File: config.mk
export PLATFORM = sky130hd
export DESIGN_NAME = inst_loader_flat
export DESIGN_NICKNAME = d
export VERILOG_FILES = /design/src/rtl/inst_loader_if.sv /design/src/rtl/inst_loader.sv /design/src/flat_wrapper.sv
export SDC_FILE = /design/constraint.sdc
export NUM_CORES = 1
export LEC_CHECK = 0
export ABC_CLOCK_PERIOD_IN_PS = 3050
export BUFFER_PORTS_ARGS = -buffer_cell sky130_fd_sc_hd__buf_4
export CORE_ASPECT_RATIO = 1.75
export CORE_MARGIN = 4
export CORE_UTILIZATION = 40
export CTS_CLUSTER_DIAMETER = 60
export DETAILED_ROUTE_END_ITERATION = 7
export GPL_TIMING_DRIVEN = 0
export PLACE_DENSITY_LB_ADDON = 0.15
export RECOVER_POWER = 100
export SYNTH_ARGS = -nofsm -noshare
export SYNTH_HDL_FRONTEND = slang
export SYNTH_SLANG_ARGS = --single-unit
File: constraint.sdc
create_clock -name clk -period 3.05 [get_ports clk]
set_clock_uncertainty 0.2 [all_clocks]
set_input_delay 0.4575 -clock clk [delete_from_list [all_inputs] [get_ports clk]]
set_output_delay 0.4575 -clock clk [all_outputs]
set_load 0.03 [all_outputs]
File: src/rtl/inst_loader_if.sv
// inst_loader_if: byte-stream input and instruction-memory write port of the program loader
//   in_valid/in_data/in_ready : framed byte stream, valid/ready handshake
//   mem_we/mem_addr/mem_wdata : instruction memory write port (byte address, word aligned)
//   master = stream source and memory side, slave = loader
interface inst_loader_if #(parameter int ADDR_W = 10);
  logic              in_valid;
  logic [7:0]        in_data;
  logic              in_ready;
  logic              mem_we;
  logic [ADDR_W-1:0] mem_addr;
  logic [31:0]       mem_wdata;
  modport master (output in_valid, in_data, input in_ready, mem_we, mem_addr, mem_wdata);
  modport slave  (input in_valid, in_data, output in_ready, mem_we, mem_addr, mem_wdata);
endinterface

File: src/rtl/inst_loader.sv
// inst_loader: loads a framed, checksummed byte stream into instruction memory as big-endian words
//   clk, rst_n     : clock, asynchronous active-low reset
//   start_i        : arms a new load when idle, done or in error
//   bus            : byte stream in, memory write port out
//   cpu_hold_o     : stalls fetch while a frame is in progress
//   done_o/error_o : load finished with good checksum / overflow or bad checksum
//   words_loaded_o : words written in the current or last load
module inst_loader #(
  parameter int DEPTH  = 256,
  parameter int ADDR_W = 10
) (
  input  logic              clk,
  input  logic              rst_n,
  input  logic              start_i,
  inst_loader_if.slave      bus,
  output logic              cpu_hold_o,
  output logic              done_o,
  output logic              error_o,
  output logic [ADDR_W-2:0] words_loaded_o
);
  localparam logic [2:0] IDLE = 3'd0, HDR_HI = 3'd1, HDR_LO = 3'd2, DATA = 3'd3,
                         CSUM = 3'd4, DONE = 3'd5, ERROR = 3'd6;
  localparam logic [15:0] DEPTH_W = 16'(DEPTH);
  logic [2:0]        state_q, state_d;
  logic [7:0]        hi_q, hi_d;
  logic [ADDR_W-2:0] n_q, n_d;
  logic [ADDR_W-2:0] wcnt_q, wcnt_d;
  logic [ADDR_W-2:0] words_q, words_d;
  logic [1:0]        lane_q, lane_d;
  logic [23:0]       acc_q, acc_d;
  logic [7:0]        sum_q, sum_d;
  logic              we_q, we_d;
  logic [ADDR_W-1:0] addr_q, addr_d;
  logic [31:0]       wdata_q, wdata_d;
  logic              busy, hs, go;
  logic [15:0]       n_in;
  logic [7:0]        din;
  assign busy           = state_q >= HDR_HI && state_q <= CSUM;
  assign hs             = bus.in_valid && busy;
  assign go             = start_i && !busy;
  assign din            = bus.in_data;
  assign n_in           = {hi_q, din};
  assign bus.in_ready   = busy;
  assign bus.mem_we     = we_q;
  assign bus.mem_addr   = addr_q;
  assign bus.mem_wdata  = wdata_q;
  assign cpu_hold_o     = busy;
  assign done_o         = state_q == DONE;
  assign error_o        = state_q == ERROR;
  assign words_loaded_o = words_q;
  always_comb begin
    state_d = state_q;
    hi_d    = hi_q;
    n_d     = n_q;
    wcnt_d  = wcnt_q;
    lane_d  = lane_q;
    acc_d   = acc_q;
    sum_d   = sum_q;
    we_d    = 1'b0;
    addr_d  = addr_q;
    wdata_d = wdata_q;
    words_d = words_q + {{(ADDR_W-2){1'b0}}, we_q};
    if (go) begin
      state_d = HDR_HI;
      n_d     = '0;
      wcnt_d  = '0;
      lane_d  = '0;
      sum_d   = '0;
      words_d = '0;
    end else if (hs) begin
      case (state_q)
        HDR_HI: begin
          hi_d    = din;
          state_d = HDR_LO;
        end
        HDR_LO: begin
          // an oversized count is rejected before any payload is taken
          n_d     = n_in[ADDR_W-2:0];
          state_d = n_in == '0 ? CSUM : n_in > DEPTH_W ? ERROR : DATA;
        end
        DATA: begin
          sum_d  = sum_q + din;
          lane_d = lane_q + 1'b1;
          acc_d  = {acc_q[15:0], din};
          if (lane_q == 2'd3) begin
            we_d    = 1'b1;
            addr_d  = {wcnt_q[ADDR_W-3:0], 2'b00};
            wdata_d = {acc_q, din};
            wcnt_d  = wcnt_q + 1'b1;
            state_d = wcnt_q + 1'b1 == n_q ? CSUM : DATA;
          end
        end
        CSUM: state_d = din == sum_q ? DONE : ERROR;
        default: ;
      endcase
    end
  end
  always_ff @(posedge clk or negedge rst_n) begin
    if (!rst_n) begin
      state_q <= IDLE;
      hi_q    <= '0;
      n_q     <= '0;
      wcnt_q  <= '0;
      words_q <= '0;
      lane_q  <= '0;
      acc_q   <= '0;
      sum_q   <= '0;
      we_q    <= 1'b0;
      addr_q  <= '0;
      wdata_q <= '0;
    end else begin
      state_q <= state_d;
      hi_q    <= hi_d;
      n_q     <= n_d;
      wcnt_q  <= wcnt_d;
      words_q <= words_d;
      lane_q  <= lane_d;
      acc_q   <= acc_d;
      sum_q   <= sum_d;
      we_q    <= we_d;
      addr_q  <= addr_d;
      wdata_q <= wdata_d;
    end
  end
endmodule

File: src/flat_wrapper.sv
// flat-port wrapper written by rule: the top's interface ports become plain ports
module inst_loader_flat 
#(
  parameter int DEPTH  = 256,
  parameter int ADDR_W = 10
)
  (clk, rst_n, start_i, cpu_hold_o, done_o, error_o, words_loaded_o, bus_in_valid, bus_in_data, bus_in_ready, bus_mem_we, bus_mem_addr, bus_mem_wdata);
  inst_loader_if #(.ADDR_W(ADDR_W)) bus_i ();
  input  logic clk;
  input  logic rst_n;
  input  logic start_i;
  output logic cpu_hold_o;
  output logic done_o;
  output logic error_o;
  output logic [ADDR_W-2:0] words_loaded_o;
  input wire logic [$bits(bus_i.in_valid)-1:0] bus_in_valid;
  input wire logic [$bits(bus_i.in_data)-1:0] bus_in_data;
  output wire logic [$bits(bus_i.in_ready)-1:0] bus_in_ready;
  output wire logic [$bits(bus_i.mem_we)-1:0] bus_mem_we;
  output wire logic [$bits(bus_i.mem_addr)-1:0] bus_mem_addr;
  output wire logic [$bits(bus_i.mem_wdata)-1:0] bus_mem_wdata;
  assign bus_i.in_valid = bus_in_valid;
  assign bus_i.in_data = bus_in_data;
  assign bus_in_ready = bus_i.in_ready;
  assign bus_mem_we = bus_i.mem_we;
  assign bus_mem_addr = bus_i.mem_addr;
  assign bus_mem_wdata = bus_i.mem_wdata;
  inst_loader #(.DEPTH(DEPTH), .ADDR_W(ADDR_W)) u_core (.clk(clk), .rst_n(rst_n), .start_i(start_i), .bus(bus_i), .cpu_hold_o(cpu_hold_o), .done_o(done_o), .error_o(error_o), .words_loaded_o(words_loaded_o));
endmodule
### Yosys cells after proc, flatten, opt, wreduce, memory -nomap -nowiden

Cells that the tools add are included.

| word-level totals | value |
|---|---|
| register bits | 113 |
| bits of input ports | 12 |
| output and inout bits | 56 |
| logic and storage cells | 72 |

| cells by class | value |
|---|---|
| add/sub/neg operators | 4 |
| magnitude comparators | 3 |
| equality and inequality tests | 10 |
| multiplexer cells | 26 |
| bitwise logic cells | 1 |
| reductions and logical operators | 17 |

Operator list:

| operator | count |
|---|---|
| 9-bit 2-to-1 mux | 8 |
| 8-bit 2-to-1 mux | 3 |
| 3-bit 2-to-1 mux | 6 |
| 16-bit by 9-bit > comparator with 1-bit output, second input constant | 1 |
| 16-bit logical NOT | 1 |
| 3-bit one-hot mux with 4 select lines | 1 |
| 3-bit AND reduction | 4 |
| 9-bit by 1-bit adder with 9-bit output | 1 |
| 9-bit by 1-bit adder with 9-bit output, second input constant | 1 |
| 3-bit == test, second input constant | 3 |
| 9-bit == test | 1 |
| 8-bit adder | 1 |
| 8-bit == test | 1 |
| 2-bit 2-to-1 mux | 4 |
| 2-bit nonzero test | 4 |
| 3-bit by 2-bit == test with 1-bit output, second input constant | 2 |
| 5-bit nonzero test | 1 |
| 1-bit 2-to-1 mux | 4 |
| 2-bit AND reduction | 2 |
| 4-bit AND reduction | 1 |
| 3-bit by 1-bit == test with 1-bit output, second input constant | 1 |
| 3-bit by 1-bit >= comparator with 1-bit output, second input constant | 1 |
| 3-bit less-or-equal comparator, second input constant | 1 |
| 1-bit logical AND | 3 |
| 5 further kinds | 5 |

### Logic depth before layout (Yosys ltp)

| depth | value |
|---|---|
| depth after elaboration | 7 |
| gate-level depth with buffers | 9 |
| gate-level depth less buffers | 9 |

### Least setup slack after synthesis

No wires, ideal clock.

| path | value |
|---|---|
| path kind | reg2reg |
| start point | register u_core.wcnt_q[0] |
| end point | register u_core.state_q[1] |
| library setup time | 0.126 ns |
| arrival | 2.342 ns |
| data required time | 2.724 ns |
| setup slack | 0.382 ns |
| cell stages (with the launch flop) | 8 |
| buffers on the path | 0 |
| period minus slack after synthesis | 2.668 ns |
| cells stage by stage | dfrtp_1 -> ha_1 -> nand3_2 -> or3_4 -> o211a_1 -> o31a_1 -> a2111o_1 -> a221o_1 |

| on the way | value |
|---|---|
| longest elaborated chain between the ends | 7 |

RTL lines:

| what | line | text |
|---|---|---|
| start, declared | inst_loader.sv:27 | `logic [ADDR_W-2:0] wcnt_q, wcnt_d;` |
| start signal, assigned | inst_loader.sv:115 | `wcnt_q <= wcnt_d;` |
| 9-bit by 1-bit adder with 9-bit output | inst_loader.sv:90 | `state_d = wcnt_q + 1'b1 == n_q ? CSUM : DATA;` |
| 9-bit == test | inst_loader.sv:90 |  |
| 3-bit 2-to-1 mux | inst_loader.sv:90 |  |
| 3-bit 2-to-1 mux | inst_loader.sv:85 | `if (lane_q == 2'd3) begin` |
| 3-bit one-hot mux with 4 select lines | inst_loader.sv:71 | `case (state_q)` |
| 3-bit 2-to-1 mux | inst_loader.sv:70 | `end else if (hs) begin` |
| 3-bit 2-to-1 mux | inst_loader.sv:63 | `if (go) begin` |
| end signal, assigned | inst_loader.sv:112 | `state_q <= state_d;` |
| end, declared | inst_loader.sv:24 | `logic [2:0] state_q, state_d;` |

No other way between the ends. The select of a mux whose other input is x is not followed.
A chain may end at the register's enable or synchronous reset.

### Worst setup path in the final report

Ends and elaborated chain as after synthesis.

==> summary.txt <==
Setup path
  – Worst r2r src: u_core.wcnt_q[0]$_DFFE_PN0P_
  – Setup CP Type: flip-flop to flip-flop
  – Crit-path slowest cell: a2111o_1
  – Crit Reg-Reg Endpoint: u_core.state_q[1]$_DFFE_PN0P_
  – Startpoint Class: flip-flop
  – CP endpoint kind: flip-flop
  – Buf/Inv on CP: 0
  – Crit path cell chain: ha_2 > nand3_2 > or3_4 > o211a_1 > o31a_1 > a2111o_1 > a221o_1
  – Max incr delay on CP: 460 ps
  – Reg-to-reg slack, setup: 150 ps
  – Worst reg2reg path depth: 7
  – CP top delay family: compound AO/OA/AOI/OAI gates
  – CP required: ~3100 ps
  – Critical path peak fanout: 7
  – Arrival @ worst endpoint: 2980 ps

Timing
  – RSZ-0062 raised after global routing: false
  – Final Max Tran Viols: 0
  – Slew @ Worst Pin: 1480 ps
  – Fin Setup TNS: 0 ps
  – Setup violations, final: 0
  – Final hold viol count: 0
  – Fmax: 345 MHz
  – Final critical-path share of the clock period: 95.1%
  – Slew HR: 1.42%
  – Fin crit period: ~2900 ps

Logic synthesis
  – Mapped Area: between 0.005 and 0.006 mm²
  – Post-Synthesis Cells: about 590
  – Flops & latches, synth: 113
  – Post-synth ARST share: between 90% and 100%
  – Yosys cell types: 57
  – Syn. warnings: 0
  – EDFF count, synth: 0
  – Seq/Total Area, Yosys: 53.8%
  – Most used DFF post-synth: dfrtp_1
  – Avg Cell Area, Syn: 8.98 µm²

Drt
  – Vias: approximately 4200
  – Via-per-instance ratio: 4.93
  – Number of detailed-route iterations in the first pass: 4
  – Post-DRT Antenna Nets: 0
  – Detailed Route WL: around 13 mm
  – WL per Instance: 15.7 µm
  – Drc violations: 0
  – Initial DRC Count: between 150 and 200

CTS
  – Root Driver: clkbuf_16
  – CTS buffer count: 17
  – Clock latency on the worst-skew pair: ~400 ps
  – TritonCTS sink count: 113
  – H-tree depth: 4
  – Reg clk slew, reported paths: 50 ps
  – Clock buffer depth: 2
  – CTS tree: built

Hold path
  – Worst-case hold path end point: u_core.acc_q[0]$_DFFE_PN0P_
  – Worst hold start: bus_in_data[0]
  – Hold depth: 3
  – Hold Path Class: primary input to flip-flop

Finish
  – Nets@finish: 694
  – Area Overhead vs Synth: 21.1%
  – Layout cells sized above 1: 8.94%
  – Ant. Diodes: 0
  – Most common cell after layout, fill and taps aside: nand2_1
  – Commonest cells after routing, fill and taps aside: nand2_1 (233), dfrtp_1 (112), clkbuf_1 (84), o21ai_0 (24), nor2_1 (18)

Floorplanning
  – Core Area: 0.0129 mm²
  – Initial Util: slightly above 40%
  – Die area: 0.0151 mm²
  – Row Count: 55
  – Die span in y: 160 µm
  – Die Wd: around 95 µm
  – # IOs: 68

Pwr
  – Power per Cell Area: 932 mW/mm²
  – Total power: around 5900 µW
  – LEAKAGE: between 0.003 and 0.004 µW
  – Max rail drop VDD: 458 µV

Status
  – Status: finished clean

GRT
  – GR Layer Usage met2: 33.6%
  – Pin count of the biggest net entering global routing: 58
  – Antenna violations before repair: 0
  – Busiest layer in global routing: met2
  – Met1 usage: 21.4%
  – Total track usage: between 10% and 20%
  – First-pass GRT wire length: 22.4 mm
  – Overflow after GRT: 0
  – M3 GR Usage: slightly above 4%
  – Vias in the first global route: about 4500

Run
  – Maxcap violations: 0

Placement
  – Gpl congestion: about 0.95
  – Dpl hpwl: 9.57 mm
  – Number of port buffers: between 60 and 70
[state kept, by name, summed over array words and instances (netlist names)]
register and flops:
u_core.bus.mem_we 1, u_core.hi_q 8, u_core.n_q 9, u_core.words_loaded_o 9, u_core.sum_q 8, u_core.lane_q 2
u_core.bus.mem_addr 8, u_core.bus.mem_wdata 32, u_core.acc_q 24, u_core.state_q 3, u_core.wcnt_q 9
[through the flow]
| step | util (%) | cell area [µm²] | hold slack [ps] | setup WS (ps) | cells |
|---|---|---|---|---|---|
| floorplan | - | 5260 | -38.1 | 382 | 586 |
| global placement | 46.2 | 5940 | 255 | 24.8 | 820 |
| detailed placement | 46.4 | 5970 | 256 | 10.3 | 821 |
| CTS | 51.0 | 6570 | 110 | 41.8 | 853 |
| global route | 49.4 | 6360 | 127 | 47.4 | 853 |
| finish | 49.4 | 6360 | 113 | 150 | 853 |
[worst reg2reg max path, delay by kind of cell, from the launching register on]
| family | cells | cell delay, ps |
|---|---|---|
| compound gates | 4 | 1310 |
| simple gates | 2 | 550 |
| flops | 1 | 450 |
| fa+ha+maj | 1 | 270 |
[how the worst max path moves through the flow]
stage	startpoint	end	slack, ps	depth (start not counted)
floorplan	u_core.wcnt_q[0]$_DFFE_PN0P_	u_core.state_q[1]$_DFFE_PN0P_	380	7
global placement	u_core.wcnt_q[0]$_DFFE_PN0P_	u_core.state_q[1]$_DFFE_PN0P_	20	7
detailed placement	u_core.wcnt_q[0]$_DFFE_PN0P_	u_core.state_q[1]$_DFFE_PN0P_	10	7
CTS	u_core.wcnt_q[0]$_DFFE_PN0P_	u_core.state_q[1]$_DFFE_PN0P_	40	7
global route	u_core.wcnt_q[0]$_DFFE_PN0P_	u_core.state_q[1]$_DFFE_PN0P_	50	7
finish	u_core.wcnt_q[0]$_DFFE_PN0P_	u_core.state_q[1]$_DFFE_PN0P_	150	7
[layer usage]
| layer | part of all wire [%] | up-vias |
|---|---|---|
| met1 | 40 | 2006 |
| met5 | 0 | - |
| met2 | 54 | 92 |
| li1 | - | 2083 |
| met3 | 3.3 | 26 |
| met4 | 2.9 | 0 |
[synthesized netlist by cell type (all sizes together) (7+ instances only)]
master  number  area, µm²
a21oi       17       85.1
buf          9       56.3
o21ai       24        120
nand2      233        875
xnor2        8       70.1
inv         11       41.3
ha          11        138
nand3       13       70.1
dfrtp      113       2830
and3         7       45.1
nor2        18       67.6
mux2         9        101
xor2        16        140
clkbuf      27        101
[repair_timing]
item | in CTS | in global routing
gates cloned | 0 | 0
setup buffers | 0 | 0
hold endpoints to repair | 56 | 0
pin swaps | 0 | 0
setup endpoints to repair | 1 | 1
hold buffers | 1 | 0
gates resized for setup | 1 | 1
[kinds of logic after synthesis]
| logic type | share of synthesized area [%] |
|---|---|
| AND/OR/NAND/NOR | 24.3 |
| XOR/XNOR | 4.00 |
| adder cells (fa/ha/maj) | 3.00 |
| buffers and inverters | 3.86 |
| other | 0.0714 |
| AO/OA/AOI/OAI | 8.65 |
| multiplexers | 2.31 |
| flip-flops | 53.8 |
[cell type report]
cell class | instances | area, µm²
fillers | 1301 | 6510
flip-flops and latches | 113 | 2830
multi-input cells | 425 | 2230
clock buffers | 21 | 470
repair buffers | 65 | 305
well taps | 171 | 214
plain buffers | 36 | 158
clock inverters | 10 | 110
inverters | 12 | 45.0
[where the power goes]
group,total (µW),switching [µW],internal [µW]
clock network,1930,677,1260
logic,1760,1170,593
registers,2230,295,1940
(Power assumes the default switching activity.)
